--- src/rtl/vend_output_ctrl.sv ---
// vend_output_ctrl: turns dispense/change rising edges from the vending
// controller into an ordered queue of actuator jobs. Jobs run one at a time:
// the vend motor for an item, the coin ejector for one quarter. Each job is
// held until its sensor acknowledges it. A missing acknowledge latches a
// sticky fault, and a request dropped on a full queue latches a sticky overflow.
module vend_output_ctrl #(
    parameter int DEPTH          = 8,
    parameter int MOTOR_CYCLES   = 4,
    parameter int TIMEOUT_CYCLES = 64
) (
    input  logic                     clk,
    input  logic                     reset,
    input  logic                     dispense,
    input  logic                     change,
    input  logic                     item_sensed,
    input  logic                     coin_sensed,
    output logic                     vend_motor,
    output logic                     coin_eject,
    output logic                     vend_done,
    output logic                     change_done,
    output logic                     busy,
    output logic                     fault,
    output logic                     overflow,
    output logic [$clog2(DEPTH):0]   pending
);
    localparam int AW = $clog2(DEPTH);
    localparam int CW = AW + 1;
    localparam int TW = $clog2(TIMEOUT_CYCLES);

    typedef enum logic [1:0] {IDLE, DRIVE, WAIT, FAULT} state_t;

    state_t          state, state_n;
    logic [TW-1:0]   tmr, tmr_n;
    logic            typ, typ_n;        // 0 = vend job, 1 = change job
    logic            done_v_n, done_c_n;

    logic            dispense_q, change_q;
    logic            vend_req, chg_req;
    logic [DEPTH-1:0] mem;
    logic [AW-1:0]   wptr, rptr, wptr_inc;
    logic [CW-1:0]   count;
    logic [CW:0]     free, need_chg;
    logic            pop, push_vend, push_chg, drop, head, ack;

    assign vend_req = dispense & ~dispense_q;
    assign chg_req  = change & ~change_q;
    assign wptr_inc = wptr + AW'(1);
    assign head     = mem[rptr];

    // The FSM takes at most one job per clock, and only from IDLE.
    assign pop = (state == IDLE) && (count != '0);

    // A slot freed by a pop in this clock can be refilled in the same clock.
    // A vend is queued ahead of a change, so a change that arrives with a vend
    // needs two free slots.
    always_comb begin
        free      = (CW+1)'(DEPTH) - {1'b0, count} + {{CW{1'b0}}, pop};
        need_chg  = vend_req ? (CW+1)'(2) : (CW+1)'(1);
        push_vend = vend_req && (free >= (CW+1)'(1));
        push_chg  = chg_req && (free >= need_chg);
        drop      = (vend_req && !push_vend) || (chg_req && !push_chg);
    end

    // Edge-detect history and queue pointers/occupancy.
    always_ff @(posedge clk) begin
        if (reset) begin
            dispense_q <= 1'b0;
            change_q   <= 1'b0;
            wptr       <= '0;
            rptr       <= '0;
            count      <= '0;
        end else begin
            dispense_q <= dispense;
            change_q   <= change;
            wptr       <= wptr + AW'(push_vend) + AW'(push_chg);
            rptr       <= rptr + AW'(pop);
            count      <= count + CW'(push_vend) + CW'(push_chg) - CW'(pop);
        end
    end

    // Queue storage. Stale entries are never read, so it needs no reset.
    always_ff @(posedge clk) begin
        if (push_vend) mem[wptr] <= 1'b0;
        if (push_chg)  mem[push_vend ? wptr_inc : wptr] <= 1'b1;
    end

    // Next-state logic. An acknowledge is checked before the timeout, so an
    // acknowledge on the last timeout clock still counts as done.
    always_comb begin
        state_n  = state;
        tmr_n    = tmr;
        typ_n    = typ;
        done_v_n = 1'b0;
        done_c_n = 1'b0;
        ack      = typ ? coin_sensed : item_sensed;
        case (state)
            IDLE: begin
                if (count != '0) begin
                    state_n = DRIVE;
                    typ_n   = head;
                    tmr_n   = '0;
                end
            end
            DRIVE, WAIT: begin
                if (ack) begin
                    state_n  = IDLE;
                    done_v_n = ~typ;
                    done_c_n = typ;
                end else if (tmr == TW'(TIMEOUT_CYCLES - 1)) begin
                    state_n = FAULT;
                end else begin
                    tmr_n = tmr + TW'(1);
                    if ((state == DRIVE) && (tmr == TW'(MOTOR_CYCLES - 1)))
                        state_n = WAIT;
                end
            end
            default: state_n = FAULT;
        endcase
    end

    // State register. Actuator and flag outputs are registered from the next
    // state, so an actuator drops on the same clock that its acknowledge is seen.
    always_ff @(posedge clk) begin
        if (reset) begin
            state       <= IDLE;
            tmr         <= '0;
            typ         <= 1'b0;
            vend_motor  <= 1'b0;
            coin_eject  <= 1'b0;
            vend_done   <= 1'b0;
            change_done <= 1'b0;
            fault       <= 1'b0;
            overflow    <= 1'b0;
        end else begin
            state       <= state_n;
            tmr         <= tmr_n;
            typ         <= typ_n;
            vend_motor  <= (state_n == DRIVE) && !typ_n;
            coin_eject  <= (state_n == DRIVE) && typ_n;
            vend_done   <= done_v_n;
            change_done <= done_c_n;
            fault       <= (state_n == FAULT);
            overflow    <= overflow | drop;
        end
    end

    assign pending = count;
    assign busy    = (state != IDLE) || (count != '0);

endmodule
--- config.mk ---
export PLATFORM = sky130hd
export DESIGN_NAME = vend_output_ctrl
export DESIGN_NICKNAME = d
export VERILOG_FILES = /design/src/rtl/vend_output_ctrl.sv
export SDC_FILE = /design/constraint.sdc
export NUM_CORES = 1
export LEC_CHECK = 0
export CELL_PAD_IN_SITES_DETAIL_PLACEMENT = 2
export CELL_PAD_IN_SITES_GLOBAL_PLACEMENT = 2
export CORE_MARGIN = 4
export CORE_UTILIZATION = 33
export DETAILED_ROUTE_END_ITERATION = 10
export MAX_ROUTING_LAYER = met4
export PLACE_DENSITY = 0.74
export SYNTH_ARGS = -nofsm -noshare
export SYNTH_HDL_FRONTEND = slang
export SYNTH_SLANG_ARGS = --single-unit
--- constraint.sdc ---
create_clock -name clk -period 3.6 [get_ports clk]
set_input_delay 0.54 -clock clk [delete_from_list [all_inputs] [get_ports clk]]
set_output_delay 0.54 -clock clk [all_outputs]
set_load 0.005 [all_outputs]
==> results of run 1 <==
-- layout make-up --
type,instances,area (um^2),area share
Clock inverter,2,12.5,0.00521
Timing Repair Buffer,23,213,0.0885
Multi-Input combinational cell,157,1240,0.517
Tap cell,75,93.8,0.0391
Inverter,18,67.6,0.0281
Sequential cell,35,701,0.292
Clock buffer,6,72.6,0.0302
-- layer usage --
| layer | share of wire | GRT usage | vias to the layer above | routed length (um) |
|---|---|---|---|---|
| met3 | 0.027 | 0.0346 | 4 | 131 |
| met5 | 0 | - | - | 0 |
| li1 | - | - | 792 | - |
| met4 | 0.0071 | 0.0345 | 0 | 34 |
| met1 | 0.45 | 0.177 | 770 | 2180 |
| met2 | 0.51 | 0.256 | 14 | 2460 |
-- logic make-up after synthesis --
family                   after synthesis  synth area share
AND/OR/NAND/NOR                       75             0.192
AO/OA/AOI/OAI                         36             0.136
flip-flops                            35             0.348
buffers and inverters                 24            0.0503
adder cells (fa/ha/maj)               21             0.142
multiplexers                          14            0.0844
XOR/XNOR                              11            0.0478
-- state kept, by name, summed over array words and instances, names as in the netlist, 2 cells and up --
register and flops:
pending 4, rptr 3, mem 8, tmr 6, wptr 3, state 2
-- worst max-delay path, stage by stage (launching register included) --
cell and delay [ns]:
sky130_fd_sc_hd__dfxtp_1 0.35, sky130_fd_sc_hd__inv_1 0.06, sky130_fd_sc_hd__ha_1 0.19, sky130_fd_sc_hd__nor3b_2 0.16, sky130_fd_sc_hd__nand2b_4 0.17, sky130_fd_sc_hd__ha_1 0.20
sky130_fd_sc_hd__nand2b_4 0.16, sky130_fd_sc_hd__mux2_4 0.32, sky130_fd_sc_hd__o41ai_4 0.32, sky130_fd_sc_hd__ha_1 0.29, sky130_fd_sc_hd__inv_1 0.07, sky130_fd_sc_hd__fa_1 0.21
sky130_fd_sc_hd__inv_1 0.06, sky130_fd_sc_hd__fa_1 0.40, sky130_fd_sc_hd__xnor2_1 0.17, sky130_fd_sc_hd__nor2_1 0.06
-- power groups by stage --
stage | logic [mW] | registers, mW | clock network, mW
2_1_floorplan | 0.761 | 0.579 | 0
3_3_place_gp | 1.03 | 0.624 | 0
3_5_place_dp | 1.08 | 0.625 | 0
4_1_cts | 1.09 | 0.618 | 0.299
5_1_grt | 1.27 | 0.638 | 0.318
6_report | 1.11 | 0.616 | 0.284
-- worst min-delay path by stage --
| stage | slack, ns | from | cells after the start | end |
|---|---|---|---|---|
| 3_3_place_gp | 0.45 | overflow$_SDFF_PP0_ | 2 | overflow$_SDFF_PP0_ |
| 4_1_cts | 0.48 | mem[6]$_DFF_P_ | 2 | mem[6]$_DFF_P_ |
| 6_report | 0.47 | mem[6]$_DFF_P_ | 2 | mem[6]$_DFF_P_ |
| 2_1_floorplan | 0.43 | mem[2]$_DFF_P_ | 1 | mem[2]$_DFF_P_ |
| 3_5_place_dp | 0.46 | mem[3]$_DFF_P_ | 1 | mem[3]$_DFF_P_ |
| 5_1_grt | 0.49 | mem[2]$_DFF_P_ | 1 | mem[2]$_DFF_P_ |
-- placed cells by master, fill, tap and decap left out, types with 6 or more instances in the layout --
cell	count
sky130_fd_sc_hd__clkdlybuf4s50_1	16
sky130_fd_sc_hd__nor2_1	27
sky130_fd_sc_hd__nand2_1	10
sky130_fd_sc_hd__xor2_1	6
sky130_fd_sc_hd__nand2b_1	6
sky130_fd_sc_hd__inv_1	18
sky130_fd_sc_hd__mux2i_1	11
sky130_fd_sc_hd__nor2b_1	9
sky130_fd_sc_hd__dfxtp_1	35
sky130_fd_sc_hd__ha_1	17
sky130_fd_sc_hd__buf_4	7
-- cells in the mapped netlist, types with 2 or more instances --
master                      number
sky130_fd_sc_hd__a21boi_0        2
sky130_fd_sc_hd__a21o_1          2
sky130_fd_sc_hd__a21oi_1         6
sky130_fd_sc_hd__a31oi_1         2
sky130_fd_sc_hd__and2_1          3
sky130_fd_sc_hd__and3_1          2
sky130_fd_sc_hd__clkbuf_1        4
sky130_fd_sc_hd__dfxtp_1        35
sky130_fd_sc_hd__fa_1            3
sky130_fd_sc_hd__ha_1           18
sky130_fd_sc_hd__inv_1          18
sky130_fd_sc_hd__mux2i_1        11
sky130_fd_sc_hd__mux4_2          2
sky130_fd_sc_hd__nand2_1        10
sky130_fd_sc_hd__nand2b_1        7
sky130_fd_sc_hd__nor2_1         27
sky130_fd_sc_hd__nor2b_1         9
sky130_fd_sc_hd__nor3_1          5
sky130_fd_sc_hd__nor3b_1         6
sky130_fd_sc_hd__o2111ai_1       2
sky130_fd_sc_hd__o211ai_1        3
sky130_fd_sc_hd__o21ai_0         4
sky130_fd_sc_hd__o21ai_1         2
sky130_fd_sc_hd__o2bb2ai_1       3
sky130_fd_sc_hd__o31ai_1         2
sky130_fd_sc_hd__o41ai_1         2
sky130_fd_sc_hd__xnor2_1         5
sky130_fd_sc_hd__xor2_1          6
-- stage by stage --
step	hold WS (ns)	power (mW)	worst slack, ns	cell area [um^2]
after global placement	0.450	1.65	0.217	2290
after floorplan	0.427	1.34	0.0234	2020
after CTS	0.479	2.01	0.0202	2370
after global routing	0.491	2.22	0.0195	2400
final	0.470	2.01	0.291	2400
after detailed placement	0.456	1.70	0.0375	2290
==> results by group, run 1 <==
Outcome
  • Outcome: completed

Critical path
  • Required @ worst endpoint: between 3 and 4 ns
  • Startpoint type of the worst setup path: flip-flop
  • Critical path fanouts, max: 4
  • R2r startpoint: pending[2]$_SDFF_PP0_
  • Capture point of the worst reg-to-reg path: pending[2]$_SDFF_PP0_
  • Sort of element at the end of the critical path: flip-flop
  • Critical path class: flip-flop to flip-flop
  • CP arrival: about 3.5 ns
  • Capturing element of the worst setup path: pending[2]$_SDFF_PP0_
  • Setup slack on the worst flop-to-flop path: between 0.2 and 0.3 ns
  • Cell count of the worst reg-to-reg path: 15
  • Launching element of the worst setup path: pending[2]$_SDFF_PP0_

Clock network
  • Post-CTS resize count: 0
  • H-tree depth reported by CTS: 2
  • Num Clock Sinks: 35
  • Clock latency reported for the late side of the worst-skew pair: between 0.2 and 0.3 ns
  • CTS tree: done
  • Buffers inserted by post-CTS timing repair: 0
  • Maximum count of clock buffers along a single path: 2
  • Root buffer cell: sky130_fd_sc_hd__clkbuf_8
  • Number of buffers inserted by hold repair at cts: 0
  • TritonCTS Buffers: 5
  • Clock-pin slew on the worst setup and hold paths: approximately 0.080 ns

Floorplanning
  • Number of ports placed on the die boundary: 17
  • Full die area: about 7400 um^2
  • Die Ht: roughly 86 um
  • Total number of placement rows: 28
  • Floorplan Core Area: 5920 um^2
  • DIE WIDTH: 86.2 um
  • Initial Utilization: 0.340

Synthesis
  • Primary FF master, synth: sky130_fd_sc_hd__dfxtp_1
  • Post-synthesis register bit count: 35
  • Cell count after synthesis: between 200 and 250
  • Area share of the largest cell type after synthesis: 0.348
  • FFs w/ async S/R, synth: 0
  • Fraction of the yosys area taken by sequential cells: 0.348
  • Number of library cell types mapped by synthesis: 43
  • Warnings from Yosys: 0
  • Largest cells by area after synthesis: sky130_fd_sc_hd__dfxtp_1 (35%), sky130_fd_sc_hd__ha_1 (11%), sky130_fd_sc_hd__mux2i_1 (5.5%), sky130_fd_sc_hd__nor2_1 (5.0%), sky130_fd_sc_hd__inv_1 (3.4%)
  • Number of enable flip-flop cells after synthesis: 0
  • Total standard cell area after synthesis: about 2000 um^2
  • Mapped Nets: 243
  • Cell type with the largest total area after synthesis: sky130_fd_sc_hd__dfxtp_1
  • Mean instance size in the synthesized netlist: 9.33 um^2

Cells and area
  • ANT cells: 0
  • Ratio of cells with drive above 1 in the final layout: 0.112
  • Final Core Density: 0.406
  • P&R area growth vs syn: 19.2%
  • Total of fill cells in the finished design: around 670
  • Fin cells: between 300 and 400
  • Final net count: between 200 and 300

Timing
  • Summed negative setup slack over all endpoints: 0 ns
  • Final Skew: 0.0112 ns
  • Final hold violation count: 0
  • Max-slew headroom: 0.503
  • Slew Limit Fails: 0
  • Count of endpoints failing setup in the final report: 0
  • RSZ-0062 raised after global routing: false
  • Max Clock Freq: around 300 MHz
  • Post-route minimum period: roughly 3.3 ns
  • Share of the clock period used by the worst path after layout: 0.919
  • Slew @ Worst Pin: 0.743 ns

Power
  • Power Internal: 1.18 mW
  • Comb power frac: 0.551
  • Sequential cell fraction of total power: 0.307
  • Leakage power of the design: approximately 1 nW
  • Switching power: a little over 0.8 mW
  • Part of the power in the clock network: 0.142
  • Worst supply voltage drop on vdd: 0.352 mV
  • Fraction of power spent switching nets: 0.412
  • Power per Cell Area: ~830 nW/um^2

Global route
  • Antenna violations before repair: 0
  • Pin count of the biggest net entering global routing: 20
  • Vias in the first global route: about 1700
  • Overflow after GRT: 0
  • Global-route usage over all layers: 0.149
  • Wire length of the first global-routing pass: ~8.4 mm

Detailed routing
  • Aggregate routed wire length: 4.80 mm
  • Count of antenna-violating nets left after detailed routing: 0
  • Via Count: roughly 1600
  • DR pass1 iterations: 4
  • Via/cell ratio: approximately 5.0
  • Number of DRC markers after the initial detailed-route iteration: between 40 and 50
  • Post-detailed-route wirelength per cell: 15.2 um
  • DRC errors left: 0

Placement
  • Number of buffers added on ports: 16
  • Final HPWL DP: ~3.7 mm
  • Final RePlAce weighted congestion: approximately 0.78
  • Count of placed standard cells including taps: roughly 300

Min path
  • Hold WC Path Type: flip-flop to flip-flop

Flow run
  • # Max-Cap Violations: 0
Power figures use the tool's default switching activity.
==> inputs of run 2 (changes only) <==
--- a/config.mk
+++ b/config.mk
@@ -7,6 +7,7 @@
 export LEC_CHECK = 0
 export CELL_PAD_IN_SITES_DETAIL_PLACEMENT = 2
 export CELL_PAD_IN_SITES_GLOBAL_PLACEMENT = 2
+export CORE_ASPECT_RATIO = 2
 export CORE_MARGIN = 4
 export CORE_UTILIZATION = 33
 export DETAILED_ROUTE_END_ITERATION = 10
==> results by group, run 2 (same netlist as run 1, synthesis figures left out) <==
Critical path
  • Sort of element at the end of the critical path: flip-flop
  • Required @ worst endpoint: 3.81 ns
  • Critical path class: flip-flop to flip-flop
  • Cell count of the worst reg-to-reg path: 16
  • Slowest stage delay, CP: between 0.4 and 0.5 ns
  • Slowest stage cell, crit path: sky130_fd_sc_hd__fa_1
  • Critical path fanouts, max: 4
  • Startpoint type of the worst setup path: flip-flop
  • CP arrival: roughly 3.5 ns
  • Crit-path cells: inv_1 -> ha_1 -> nor3b_2 -> nand2b_1 -> ha_1 -> inv_1 -> ha_1 -> nor2b_1 -> a31oi_2 -> o41ai_4 -> ha_1 -> inv_1 -> fa_1 -> inv_1 -> fa_1 -> nor2_1

Floorplanning
  • DIE WIDTH: approximately 63 um
  • Floorplan Core Area: 5960 um^2
  • Initial Utilization: 0.338
  • Number of ports placed on the die boundary: 17
  • Full die area: roughly 7500 um^2
  • Die Ht: 119 um
  • Total number of placement rows: 40

Clock network
  • Number of buffers inserted by hold repair at cts: 0
  • Maximum count of clock buffers along a single path: 2
  • CTS tree: done
  • Root buffer cell: sky130_fd_sc_hd__clkbuf_16
  • TritonCTS Buffers: 5
  • Clock latency reported for the late side of the worst-skew pair: 0.28 ns
  • Num Clock Sinks: 35
  • Clock-pin slew on the worst setup and hold paths: roughly 0.06 ns
  • H-tree depth reported by CTS: 2

Global route
  • Wire length of the first global-routing pass: ~9.2 mm
  • Most Used Layer, Global Route: met2
  • Vias in the first global route: 1846
  • Fraction of met1 tracks used by global routing: 0.147
  • Pin count of the biggest net entering global routing: 20
  • Overflow after GRT: 0
  • Met3 layer usage reported by global route: 0.0333
  • Grt met2 use: 0.313
  • Antenna violations before repair: 0
  • Global-route usage over all layers: 0.164

Placement
  • Number of buffers added on ports: 16
  • Count of placed standard cells including taps: between 200 and 300
  • Final RePlAce weighted congestion: 0.793
  • Final HPWL DP: a little over 4 mm

Timing
  • Final hold violation count: 0
  • RSZ-0062 raised after global routing: false
  • Slew Limit Fails: 0
  • Slew @ Worst Pin: about 0.74 ns
  • Post-route minimum period: roughly 3.3 ns
  • Share of the clock period used by the worst path after layout: 0.922
  • Summed negative setup slack over all endpoints: 0 ns
  • Count of endpoints failing setup in the final report: 0
  • Max Clock Freq: between 300 and 400 MHz
  • Final Skew: around 0.0035 ns
  • Max-slew headroom: 0.503

Cells and area
  • Fin cells: 303
  • Most frequent standard cell in the layout excluding fill and tap cells: sky130_fd_sc_hd__dfxtp_1
  • Multi-input logic area: ~1200 um^2
  • Ratio of cells with drive above 1 in the final layout: 0.100
  • Number of flip-flops in the largest register: 8
  • Commonest non-fill, non-tap cells in the layout: sky130_fd_sc_hd__dfxtp_1 (35), sky130_fd_sc_hd__nor2_1 (27), sky130_fd_sc_hd__inv_1 (18), sky130_fd_sc_hd__ha_1 (18), sky130_fd_sc_hd__clkdlybuf4s50_1 (16)
  • Total of fill cells in the finished design: roughly 670
  • Largest Register: mem
  • Register Area: 701 um^2
  • ANT cells: 0
  • Final net count: approximately 270
  • P&R area growth vs syn: 20.2%

Detailed routing
  • Via/cell ratio: between 5 and 6
  • Via Count: 1627
  • DR pass1 iterations: 4
  • Aggregate routed wire length: about 5.3 mm
  • Number of DRC markers after the initial detailed-route iteration: 54
  • Count of antenna-violating nets left after detailed routing: 0
  • DRC errors left: 0
  • Post-detailed-route wirelength per cell: about 17 um

Min path
  • Hold WC Path Type: flip-flop to flip-flop
  • Hold-critical path depth: 2

Flow run
  • # Max-Cap Violations: 0

Power
  • Worst supply voltage drop on vdd: between 0.2 and 0.3 mV
  • Power per Cell Area: 875 nW/um^2
  • Leakage power of the design: between 1 and 1.5 nW

Outcome
  • Outcome: completed
run 2: through the flow:
step / worst slack (ns) / instance area, um^2 / hold slack [ns] / power, mW / util
final: 0.279 / 2420 / 0.469 / 2.12 / 0.407
after global routing: 0.0192 / 2420 / 0.496 / 2.32 / 0.407
after CTS: 0.0934 / 2410 / 0.469 / 2.17 / 0.404
after detailed placement: 0.0322 / 2270 / 0.453 / 1.71 / 0.380
after global placement: 0.0920 / 2270 / 0.440 / 1.66 / 0.380
after floorplan: 0.0234 / 2020 / 0.427 / 1.34 / -
run 2: final cells by class:
| cell class | instances | area share |
|---|---|---|
| Multi-Input combinational cell | 157 | 0.508 |
| Sequential cell | 35 | 0.289 |
| Timing Repair Buffer | 22 | 0.0847 |
| Clock buffer | 5 | 0.0517 |
| Tap cell | 63 | 0.0325 |
| Inverter | 18 | 0.0279 |
| Clock inverter | 3 | 0.00620 |
run 2: final timing paths:
check | slack, ns | endpoint | startpoint
worst max-delay path | 0.28 | pending[1]$_SDFF_PP0_ | pending[2]$_SDFF_PP0_
worst min-delay path | 0.47 | overflow$_SDFF_PP0_ | overflow$_SDFF_PP0_
worst max register to register | 0.28 | pending[1]$_SDFF_PP0_ | pending[2]$_SDFF_PP0_
worst min register to register | 0.47 | overflow$_SDFF_PP0_ | overflow$_SDFF_PP0_
run 2: repair_timing:
action                     CTS  global route
setup buffers                0             0
setup endpoints to repair    3             5
gates resized for setup      1             3
run 2: worst max-delay path, delay by kind of cell (launching register included):
kind,cells,cell delay [ns]
AOI/OAI and AO/OA,2,0.37
and+or+nand+nor,4,0.57
buffers and inverters,4,0.24
adders and majority gates,6,1.74
DFF,1,0.31
run 2: report_power, final:
group	switching (mW)	internal [mW]
Clock	0.171	0.252
Sequential	0.110	0.503
Combinational	0.568	0.515
Total	0.850	1.27
run 2: metal layers:
layer  part of all wire  vias up
li1                   -      785
met1               0.35      798
met2               0.59       29
met3              0.030       15
met4              0.032        0
met5                  0        -
